==> config.mk <==
export PLATFORM = sky130hd
export DESIGN_NAME = prefetch_buffer_flat
export DESIGN_NICKNAME = d
export VERILOG_FILES = /design/src/rtl/prefetch_buffer_if.sv /design/src/rtl/prefetch_buffer.sv /design/src/flat_wrapper.sv
export SDC_FILE = /design/constraint.sdc
export NUM_CORES = 1
export LEC_CHECK = 0
export ABC_AREA = 1
export CAP_MARGIN = 20
export CORE_MARGIN = 5
export CORE_UTILIZATION = 45
export DETAILED_ROUTE_END_ITERATION = 8
export GPL_ROUTABILITY_DRIVEN = 0
export HOLD_SLACK_MARGIN = 0.06
export PLACE_DENSITY_LB_ADDON = 0.1
export SETUP_SLACK_MARGIN = 0.05
export SYNTH_ARGS = -nofsm -noshare
export SYNTH_HDL_FRONTEND = slang
export SYNTH_SLANG_ARGS = --single-unit
==> constraint.sdc <==
create_clock -name clk_i -period 4.15 [get_ports clk_i]
set_input_delay 0.83 -clock clk_i [delete_from_list [all_inputs] [get_ports clk_i]]
set_output_delay 0.83 -clock clk_i [all_outputs]
set_load 0.03 [all_outputs]
==> src/rtl/prefetch_buffer_if.sv <==
// Bundle of prefetch request, memory burst, lookup and invalidate signals between the
// requester/cache side (master) and the single-line prefetch buffer (slave).
interface prefetch_buffer_if;
    logic         pref_read_i;
    logic [31:0]  pref_addr_i;
    logic         pref_resp_o;
    logic         pmem_read_o;
    logic [31:0]  pmem_addr_o;
    logic [63:0]  pmem_rdata_i;
    logic         pmem_resp_i;
    logic         lookup_i;
    logic [31:0]  lookup_addr_i;
    logic         lookup_hit_o;
    logic [255:0] lookup_line_o;
    logic         inval_i;
    logic [31:0]  inval_addr_i;

    modport master (
        output pref_read_i, pref_addr_i, pmem_rdata_i, pmem_resp_i,
        output lookup_i, lookup_addr_i, inval_i, inval_addr_i,
        input  pref_resp_o, pmem_read_o, pmem_addr_o, lookup_hit_o, lookup_line_o
    );

    modport slave (
        input  pref_read_i, pref_addr_i, pmem_rdata_i, pmem_resp_i,
        input  lookup_i, lookup_addr_i, inval_i, inval_addr_i,
        output pref_resp_o, pmem_read_o, pmem_addr_o, lookup_hit_o, lookup_line_o
    );
endinterface

==> src/rtl/prefetch_buffer.sv <==
// Single-line (256-bit, 4 x 64-bit beats) prefetch buffer with 4-phase request handshake,
// combinational lookup port and address-matched invalidation.
module prefetch_buffer (
    input  logic             clk_i,
    input  logic             rst_n_i,
    prefetch_buffer_if.slave bus_io
);

    typedef enum logic [1:0] {StIdle, StBurst, StDone} state_e;

    state_e         r_state, w_state_d;
    logic [255:0]   r_line, w_line_d;
    logic [26:0]    r_tag, w_tag_d;
    logic           r_valid, w_valid_d;
    logic [1:0]     r_cnt, w_cnt_d;
    logic           r_stale, w_stale_d;

    logic           w_pref_hit;
    logic           w_inval_hit;
    logic [7:0]     w_beat_lsb;
    logic           w_unused_offsets;

    assign w_pref_hit  = r_valid && (bus_io.pref_addr_i[31:5] == r_tag);
    assign w_inval_hit = bus_io.inval_i && (bus_io.inval_addr_i[31:5] == r_tag);
    assign w_beat_lsb  = {r_cnt, 6'b0};

    // Byte offsets inside the line never matter to this block.
    assign w_unused_offsets = ^{bus_io.pref_addr_i[4:0], bus_io.lookup_addr_i[4:0],
                                bus_io.inval_addr_i[4:0]};

    always_ff @(posedge clk_i or negedge rst_n_i) begin
        if (!rst_n_i) begin
            r_state <= StIdle;
            r_line  <= '0;
            r_tag   <= '0;
            r_valid <= 1'b0;
            r_cnt   <= 2'd0;
            r_stale <= 1'b0;
        end else begin
            r_state <= w_state_d;
            r_line  <= w_line_d;
            r_tag   <= w_tag_d;
            r_valid <= w_valid_d;
            r_cnt   <= w_cnt_d;
            r_stale <= w_stale_d;
        end
    end

    always_comb begin
        w_state_d = r_state;
        w_line_d  = r_line;
        w_tag_d   = r_tag;
        w_valid_d = r_valid;
        w_cnt_d   = r_cnt;
        w_stale_d = r_stale;

        case (r_state)
            StIdle: begin
                if (bus_io.pref_read_i) begin
                    if (w_pref_hit) begin
                        w_state_d = StDone;
                    end else begin
                        w_tag_d   = bus_io.pref_addr_i[31:5];
                        w_valid_d = 1'b0;
                        w_stale_d = 1'b0;
                        w_cnt_d   = 2'd0;
                        w_state_d = StBurst;
                    end
                end
            end
            StBurst: begin
                // An invalidate racing the fill only marks it stale; the burst still runs out.
                if (w_inval_hit) begin
                    w_stale_d = 1'b1;
                end
                if (bus_io.pmem_resp_i) begin
                    w_line_d[w_beat_lsb +: 64] = bus_io.pmem_rdata_i;
                    w_cnt_d                    = r_cnt + 2'd1;
                    if (r_cnt == 2'd3) begin
                        w_valid_d = ~(r_stale | w_inval_hit);
                        w_state_d = StDone;
                    end
                end
            end
            StDone: begin
                if (!bus_io.pref_read_i) begin
                    w_state_d = StIdle;
                end
            end
            default: begin
                w_state_d = StIdle;
            end
        endcase

        if (w_inval_hit && (r_state != StBurst)) begin
            w_valid_d = 1'b0;
        end
    end

    assign bus_io.pref_resp_o   = (r_state == StDone);
    assign bus_io.pmem_read_o   = (r_state == StBurst);
    assign bus_io.pmem_addr_o   = {r_tag, 5'b0};
    assign bus_io.lookup_hit_o  = bus_io.lookup_i && r_valid &&
                                  (bus_io.lookup_addr_i[31:5] == r_tag);
    assign bus_io.lookup_line_o = r_line;

endmodule

==> src/flat_wrapper.sv <==
// flat-port wrapper written by rule: the top's interface ports become plain ports
module prefetch_buffer_flat 
  (clk_i, rst_n_i, bus_io_pref_read_i, bus_io_pref_addr_i, bus_io_pmem_rdata_i, bus_io_pmem_resp_i, bus_io_lookup_i, bus_io_lookup_addr_i, bus_io_inval_i, bus_io_inval_addr_i, bus_io_pref_resp_o, bus_io_pmem_read_o, bus_io_pmem_addr_o, bus_io_lookup_hit_o, bus_io_lookup_line_o);
  prefetch_buffer_if bus_io_i ();
  input  logic clk_i;
  input  logic rst_n_i;
  input wire logic [$bits(bus_io_i.pref_read_i)-1:0] bus_io_pref_read_i;
  input wire logic [$bits(bus_io_i.pref_addr_i)-1:0] bus_io_pref_addr_i;
  input wire logic [$bits(bus_io_i.pmem_rdata_i)-1:0] bus_io_pmem_rdata_i;
  input wire logic [$bits(bus_io_i.pmem_resp_i)-1:0] bus_io_pmem_resp_i;
  input wire logic [$bits(bus_io_i.lookup_i)-1:0] bus_io_lookup_i;
  input wire logic [$bits(bus_io_i.lookup_addr_i)-1:0] bus_io_lookup_addr_i;
  input wire logic [$bits(bus_io_i.inval_i)-1:0] bus_io_inval_i;
  input wire logic [$bits(bus_io_i.inval_addr_i)-1:0] bus_io_inval_addr_i;
  output wire logic [$bits(bus_io_i.pref_resp_o)-1:0] bus_io_pref_resp_o;
  output wire logic [$bits(bus_io_i.pmem_read_o)-1:0] bus_io_pmem_read_o;
  output wire logic [$bits(bus_io_i.pmem_addr_o)-1:0] bus_io_pmem_addr_o;
  output wire logic [$bits(bus_io_i.lookup_hit_o)-1:0] bus_io_lookup_hit_o;
  output wire logic [$bits(bus_io_i.lookup_line_o)-1:0] bus_io_lookup_line_o;
  assign bus_io_i.pref_read_i = bus_io_pref_read_i;
  assign bus_io_i.pref_addr_i = bus_io_pref_addr_i;
  assign bus_io_i.pmem_rdata_i = bus_io_pmem_rdata_i;
  assign bus_io_i.pmem_resp_i = bus_io_pmem_resp_i;
  assign bus_io_i.lookup_i = bus_io_lookup_i;
  assign bus_io_i.lookup_addr_i = bus_io_lookup_addr_i;
  assign bus_io_i.inval_i = bus_io_inval_i;
  assign bus_io_i.inval_addr_i = bus_io_inval_addr_i;
  assign bus_io_pref_resp_o = bus_io_i.pref_resp_o;
  assign bus_io_pmem_read_o = bus_io_i.pmem_read_o;
  assign bus_io_pmem_addr_o = bus_io_i.pmem_addr_o;
  assign bus_io_lookup_hit_o = bus_io_i.lookup_hit_o;
  assign bus_io_lookup_line_o = bus_io_i.lookup_line_o;
  prefetch_buffer u_core (.clk_i(clk_i), .rst_n_i(rst_n_i), .bus_io(bus_io_i));
endmodule
Yosys cells after proc, flatten, opt, wreduce, memory -nomap -nowiden:

Cells that the tools add are included.

* flip-flop bits (word level): 289
* bits in latches: 0
* RAM bits: 0
* bits in read-only memories: 0
* output and inout bits: 291
* word-level logic and storage cells: 63
* memories: 0

* add/subtract/negate cells: 2
* $mul: 0
* div/mod/pow operators: 0
* magnitude comparators: 0
* eq/ne operators: 17
* shift-type cells: 2
* muxes and demuxes: 19
* bitwise logic cells: 3
* reductions and logical operators: 14

Operators with widths (number)
* $bwmux W256: 1
* $shift A64 B10 Y256 const A: 1
* $shiftx A64 B10 Y256: 1
* $eq A27 B27 Y1: 3
* $mux W2: 8
* $reduce_and A4 Y1: 3
* $neg A8 Y10: 1
* $ne A2 B2 Y1 const B: 4
* $mux W1: 6
* $ne A2 B1 Y1 const B: 3
* $ne A3 B2 Y1 const B: 2
* $pmux W2 S3: 1
* $logic_and A1 B1 Y1: 5
* $reduce_and A5 Y1: 1
* $eq A2 B2 Y1 const B: 2
* $pmux W1 S2: 2
* $pmux W2 S2: 1
* $ne A3 B1 Y1 const B: 1
* $ne A3 B3 Y1 const B: 1
* $reduce_and A3 Y1: 1
* $reduce_bool A3 Y1: 1
* $add A2 B1 Y2 const B: 1
* $eq A2 B1 Y1 const B: 1
* $logic_not A2 Y1: 1
* other kinds (4): 5

Depth between registers and ports, before layout:

* word-level depth: 8
* gate-level depth with buffers: 13
* mapped depth without buffers: 13

Least setup slack after synthesis:

Ideal clock, no wire load.

* path kind: input to output
* start: input bus_io_lookup_addr_i[10]
* end: output bus_io_lookup_hit_o
* arrival time: 1.797 ns
* path slack: 1.523 ns
* cell stages on the path: 6
* path buffers: 0
* cell sequence: xor2_1 -> a221oi_1 -> nand2_1 -> nor2_1 -> nand2_1 -> nor2_1

* word-level cells in the longest chain between the ends: 2

RTL lines
* start: declaration: line flat_wrapper.sv:12 `input wire logic [$bits(bus_io_i.lookup_addr_i)-1:0] bus_io_lookup_addr_i;`
* $eq A27 B27 Y1: line prefetch_buffer.sv:104 `(bus_io.lookup_addr_i[31:5] == r_tag);`
* $logic_and A1 B1 Y1: line prefetch_buffer.sv:103 `assign bus_io.lookup_hit_o = bus_io.lookup_i && r_valid &&`
* end: declaration: line flat_wrapper.sv:18 `output wire logic [$bits(bus_io_i.lookup_hit_o)-1:0] bus_io_lookup_hit_o;`

Every way passes these cells.

Final worst setup path:

* start: input bus_io_lookup_addr_i[8]
* end: output bus_io_lookup_hit_o

Same word-level chain as after synthesis.

==> metrics.sh <==
RUN_STATUS='completed'
YS_SEQ_ELEMENTS=289
GRT_PASS1_WL_UM=81400
TIGHTEST_HOLD_MARGIN_NS=0.305
WORST_PATH_MOST_REPEATED_CELL='sky130_fd_sc_hd__clkdlybuf4s50_1'
TIMING.MAX_CAP.VIOLATIONS=0
RELSLEWSLACK_PCT=26.6
CRIT_PATH_MAX_INCR_DELAY_NS=0.68
TIMING_WORST_SLEW_PIN_VALUE_NS=1.10
CRITICAL_PATH_PEAK_FANOUT=2
GRT_START_MAX_NET_PINS=94
DP_HPWL_UM=35400
LEAKAGE_uW=0.00962
RSZ_0062_RAISED_AFTER_GLOBAL_ROUTING='false'
CLOCK_TREE.BUFFER_DEPTH=3
SYNTH_FLOP_CELL='sky130_fd_sc_hd__dfrtp_1'
TIMING.CRITICAL_PATH.REQUIRED_NS=3.32
TMIN_FINAL_NS=3.65
DESIGN.FINAL.NETS=2208
DETAILEDROUTE.FIRSTITERATIONVIOLATIONS=1118
R2R_SETUP_SLACK_NS=1.03
CTS.REPORTEDPATHS.CLKPINSLEW_NS=0.06
TIMING.FINAL.HOLD_VIOLATIONS=0
MAX_CLOCK_FREQ_MHz=274
CTS.SINKS=289
DETAIL-ROUTE-ANTENNA-NETS=0
SYNTH_EDF_COUNT=0
FLOORPLAN.INITIALDENSITY_PCT=45.5
SYNTH_AREA_PER_CELL_UM2=8.30
VIA_COUNT_OF_THE_FIRST_GLOBAL_ROUTING_PASS=13600
POST_CTS_HOLD_BUFFER_COUNT=0
ASYNC_FLOP_SHARE_PCT=100
DRT-VIAS-PER-INSTANCE=5.69
SYN_AREA_MM2=0.0139
DRT-WIRELENGTH-PER-CELL_UM=21.7
NUMBER_OF_I_O_PINS=457
CTS_MAX_LEVEL=1
DRT_PRE_ANTENNA_ITERS=8
CTS_INSERTED_BUFFERS=30
FINAL_TNS_SETUP_NS=0
GRT_REMAINING_OVERFLOW=0
CRIT_PATH_TOP_DELAY_CELL='sky130_fd_sc_hd__clkdlybuf4s50_1'
DIE_W_UM=186
PLACEMENTROWS=64
ANTENNA_VIOLATIONS_BEFORE_REPAIR=3
ROUTED-VIA-COUNT=14000
CRIT-REG2REG-CAPTURE='u_core.bus_io.lookup_line_o[204]'
TIMING.FINAL.MAX_SLEW_VIOLATIONS=0
COUNT_OF_MAPPED_CELLS_OUT_OF_SYNTHESIS=1676
SYNTH.DISTINCT_CELLS=38
FINALWIRELENGTH_UM=53200
FINAL_COMMON_CELL='sky130_fd_sc_hd__nand2_1'
IR_WORST_VDD_V=0.000417
WORST_HOLD_PATH_CLASS='in2async'
POST-ROUTE-CELL-AREA_MM2=0.0195
WORST_R2R_PATH_DEPTH=7
PORT_BUFFERS=436
FINISH.CELL_COUNT_WITHOUT_FILLERS=2454
YS_SEQ_AREA_SHARE_PCT=52.0
TOTAL_POWER_DIVIDED_BY_CELL_AREA_mW_PER_MM2=700
CP_DATA_ARRIVAL_TIME_NS=2.82
CRITICAL_PATH.CELL_CHAIN='clkdlybuf4s50_1 -> a22o_1 -> nor4_1 -> nand4_1 -> nor2_1 -> clkdlybuf4s50_1'
DRCVIOLATIONCOUNT=0
LAYOUT-AREA-OVERHEAD-VS-SYNTH_PCT=39.8
CTS_ROOT_BUF='sky130_fd_sc_hd__clkbuf_16'
PLACEDINSTANCEAREA_MM2=0.0184
TIMING.CLOCK.SKEW_NS=0.0102
POST_ROUTE_CELLS_DRIVE_ABOVE_1_SHARE_PCT=6.13
FINAL_CLOCK_PERIOD_UTILIZATION_BY_THE_WORST_PATH_PCT=87.9
CP-END-KIND='output pin'
TRITONCTS='built'
WORST_R2R_STARTPOINT='u_core.r_cnt[0]'
FP.DIEH_UM=186
DIE_AREA_MM2=0.0345
CRIT_PATH_CATEGORY='in2out'
COUNT_OF_ENDPOINTS_FAILING_SETUP_IN_THE_FINAL_REPORT=0
DPL.CELL_COUNT=2398
POSTCTSSETUPBUFFERS=0
GRT_UTIL_ALL_LAYERS_PCT=29.8
LAYOUT_COMMON_CELLS='sky130_fd_sc_hd__nand2_1 (468), sky130_fd_sc_hd__clkdlybuf4s50_1 (435), sky130_fd_sc_hd__dfrtp_1 (288), sky130_fd_sc_hd__o21ai_0 (222), sky130_fd_sc_hd__nand4_1 (173)'
YOSYS_WARNINGS=0
CORE_AREA_MM2=0.0306
POST_CTS.RESIZED_INSTANCES=0
CP-START-KIND='input pin'
INSERTION_DELAY_NS=0.56
==> Yosys cell counts, types with 2 or more instances <==
| master | instances | area share [%] |
|---|---|---|
| sky130_fd_sc_hd__nand2_1 | 468 | 13 |
| sky130_fd_sc_hd__dfrtp_1 | 289 | 52 |
| sky130_fd_sc_hd__o21ai_0 | 222 | 8.0 |
| sky130_fd_sc_hd__nand4_1 | 173 | 7.8 |
| sky130_fd_sc_hd__nand3_1 | 119 | 4.3 |
| sky130_fd_sc_hd__inv_1 | 90 | 2.4 |
| sky130_fd_sc_hd__clkbuf_1 | 84 | 2.3 |
| sky130_fd_sc_hd__o21ai_1 | 46 | 1.7 |
| sky130_fd_sc_hd__nor2_1 | 40 | 1.1 |
| sky130_fd_sc_hd__buf_2 | 30 | 1.1 |
| sky130_fd_sc_hd__nand3_2 | 19 | 1.4 |
| sky130_fd_sc_hd__xnor2_1 | 14 | 0.88 |
| sky130_fd_sc_hd__inv_2 | 10 | 0.27 |
| sky130_fd_sc_hd__buf_1 | 8 | 0.22 |
| sky130_fd_sc_hd__buf_4 | 8 | 0.43 |
| sky130_fd_sc_hd__ha_1 | 6 | 0.54 |
| sky130_fd_sc_hd__nor2_4 | 6 | 0.49 |
| sky130_fd_sc_hd__buf_6 | 5 | 0.40 |
| sky130_fd_sc_hd__xor2_1 | 5 | 0.31 |
| sky130_fd_sc_hd__a21oi_1 | 4 | 0.14 |
| sky130_fd_sc_hd__nor4_1 | 4 | 0.18 |
| sky130_fd_sc_hd__o22ai_1 | 4 | 0.18 |
| sky130_fd_sc_hd__a211oi_1 | 2 | 0.11 |
| sky130_fd_sc_hd__a22o_1 | 2 | 0.13 |
| sky130_fd_sc_hd__and2_1 | 2 | 0.090 |
| sky130_fd_sc_hd__buf_12 | 2 | 0.29 |
| sky130_fd_sc_hd__nor2_2 | 2 | 0.090 |
| sky130_fd_sc_hd__nor3_1 | 2 | 0.072 |
==> cell families after synthesis <==
| logic type | after synthesis | share of synthesized area [%] |
|---|---|---|
| xor gates and xnor gates | 19 | 1.20 |
| other | 1 | 0.0270 |
| adders and majority gates | 6 | 0.540 |
| buffers and inverters | 238 | 7.45 |
| AOI/OAI and AO/OA | 283 | 10.4 |
| and+or+nand+nor | 840 | 28.4 |
| DFF | 289 | 52.0 |
==> where the power goes <==
group / internal (uW) / switching [uW]
Sequential: 3580 / 579
Clock: 1590 / 1140
Combinational: 2150 / 4590
==> registers in the layout, indices dropped and copies added, names as in the netlist <==
name                         flops
u_core.r_tag                    27
u_core.r_valid                   1
u_core.r_cnt                     2
u_core.r_stale                   1
u_core.r_state                   2
u_core.bus_io.lookup_line_o    256
==> routing by layer <==
| metal | global-route usage [%] | share of wire, % | routed length [um] |
|---|---|---|---|
| met4 | 8.42 | 3.4 | 1790 |
| met3 | 7.78 | 9.8 | 5230 |
| met2 | 47.8 | 47 | 25000 |
| met1 | 40.3 | 40 | 21200 |
| met5 | 0 | 0.021 | 11 |
==> through the flow <==
step | setup WS (ns) | power [uW] | util (%)
finish | 0.502 | 13600 | 63.6
global route | 0.455 | 14300 | 63.6
CTS | 0.545 | 13600 | 63.5
detailed placement | 0.558 | 10800 | 60.2
global placement | 0.566 | 10800 | 60.2
floorplan | 1.52 | 7980 | -
==> how the worst max path moves through the flow <==
| stage | start | to | slack (ns) | cells after the start |
|---|---|---|---|---|
| floorplan | bus_io_lookup_addr_i[10] | bus_io_lookup_hit_o | 1.52 | 6 |
| global placement | bus_io_lookup_addr_i[8] | bus_io_lookup_hit_o | 0.57 | 6 |
| detailed placement | bus_io_lookup_addr_i[8] | bus_io_lookup_hit_o | 0.56 | 6 |
| CTS | bus_io_lookup_addr_i[8] | bus_io_lookup_hit_o | 0.54 | 6 |
| global route | bus_io_lookup_addr_i[8] | bus_io_lookup_hit_o | 0.45 | 6 |
| finish | bus_io_lookup_addr_i[8] | bus_io_lookup_hit_o | 0.50 | 6 |
==> final cells by class <==
cell class | instances | area [um^2]
Timing Repair Buffer | 461 | 4660
Sequential cell | 289 | 7230
Clock inverter | 8 | 104
Fill cell | 2643 | 11100
Inverter | 101 | 384
Multi-Input combinational cell | 1153 | 5690
Antenna cell | 2 | 5.00
Clock buffer | 44 | 883
Tap cell | 396 | 495
==> worst max-delay path, delay by kind of cell <==
kind,cells,cell delay (ns)
simple gates,3,0.61
buf+inv,2,1.11
compound gates,1,0.26
Power figures use the tool's default switching activity.
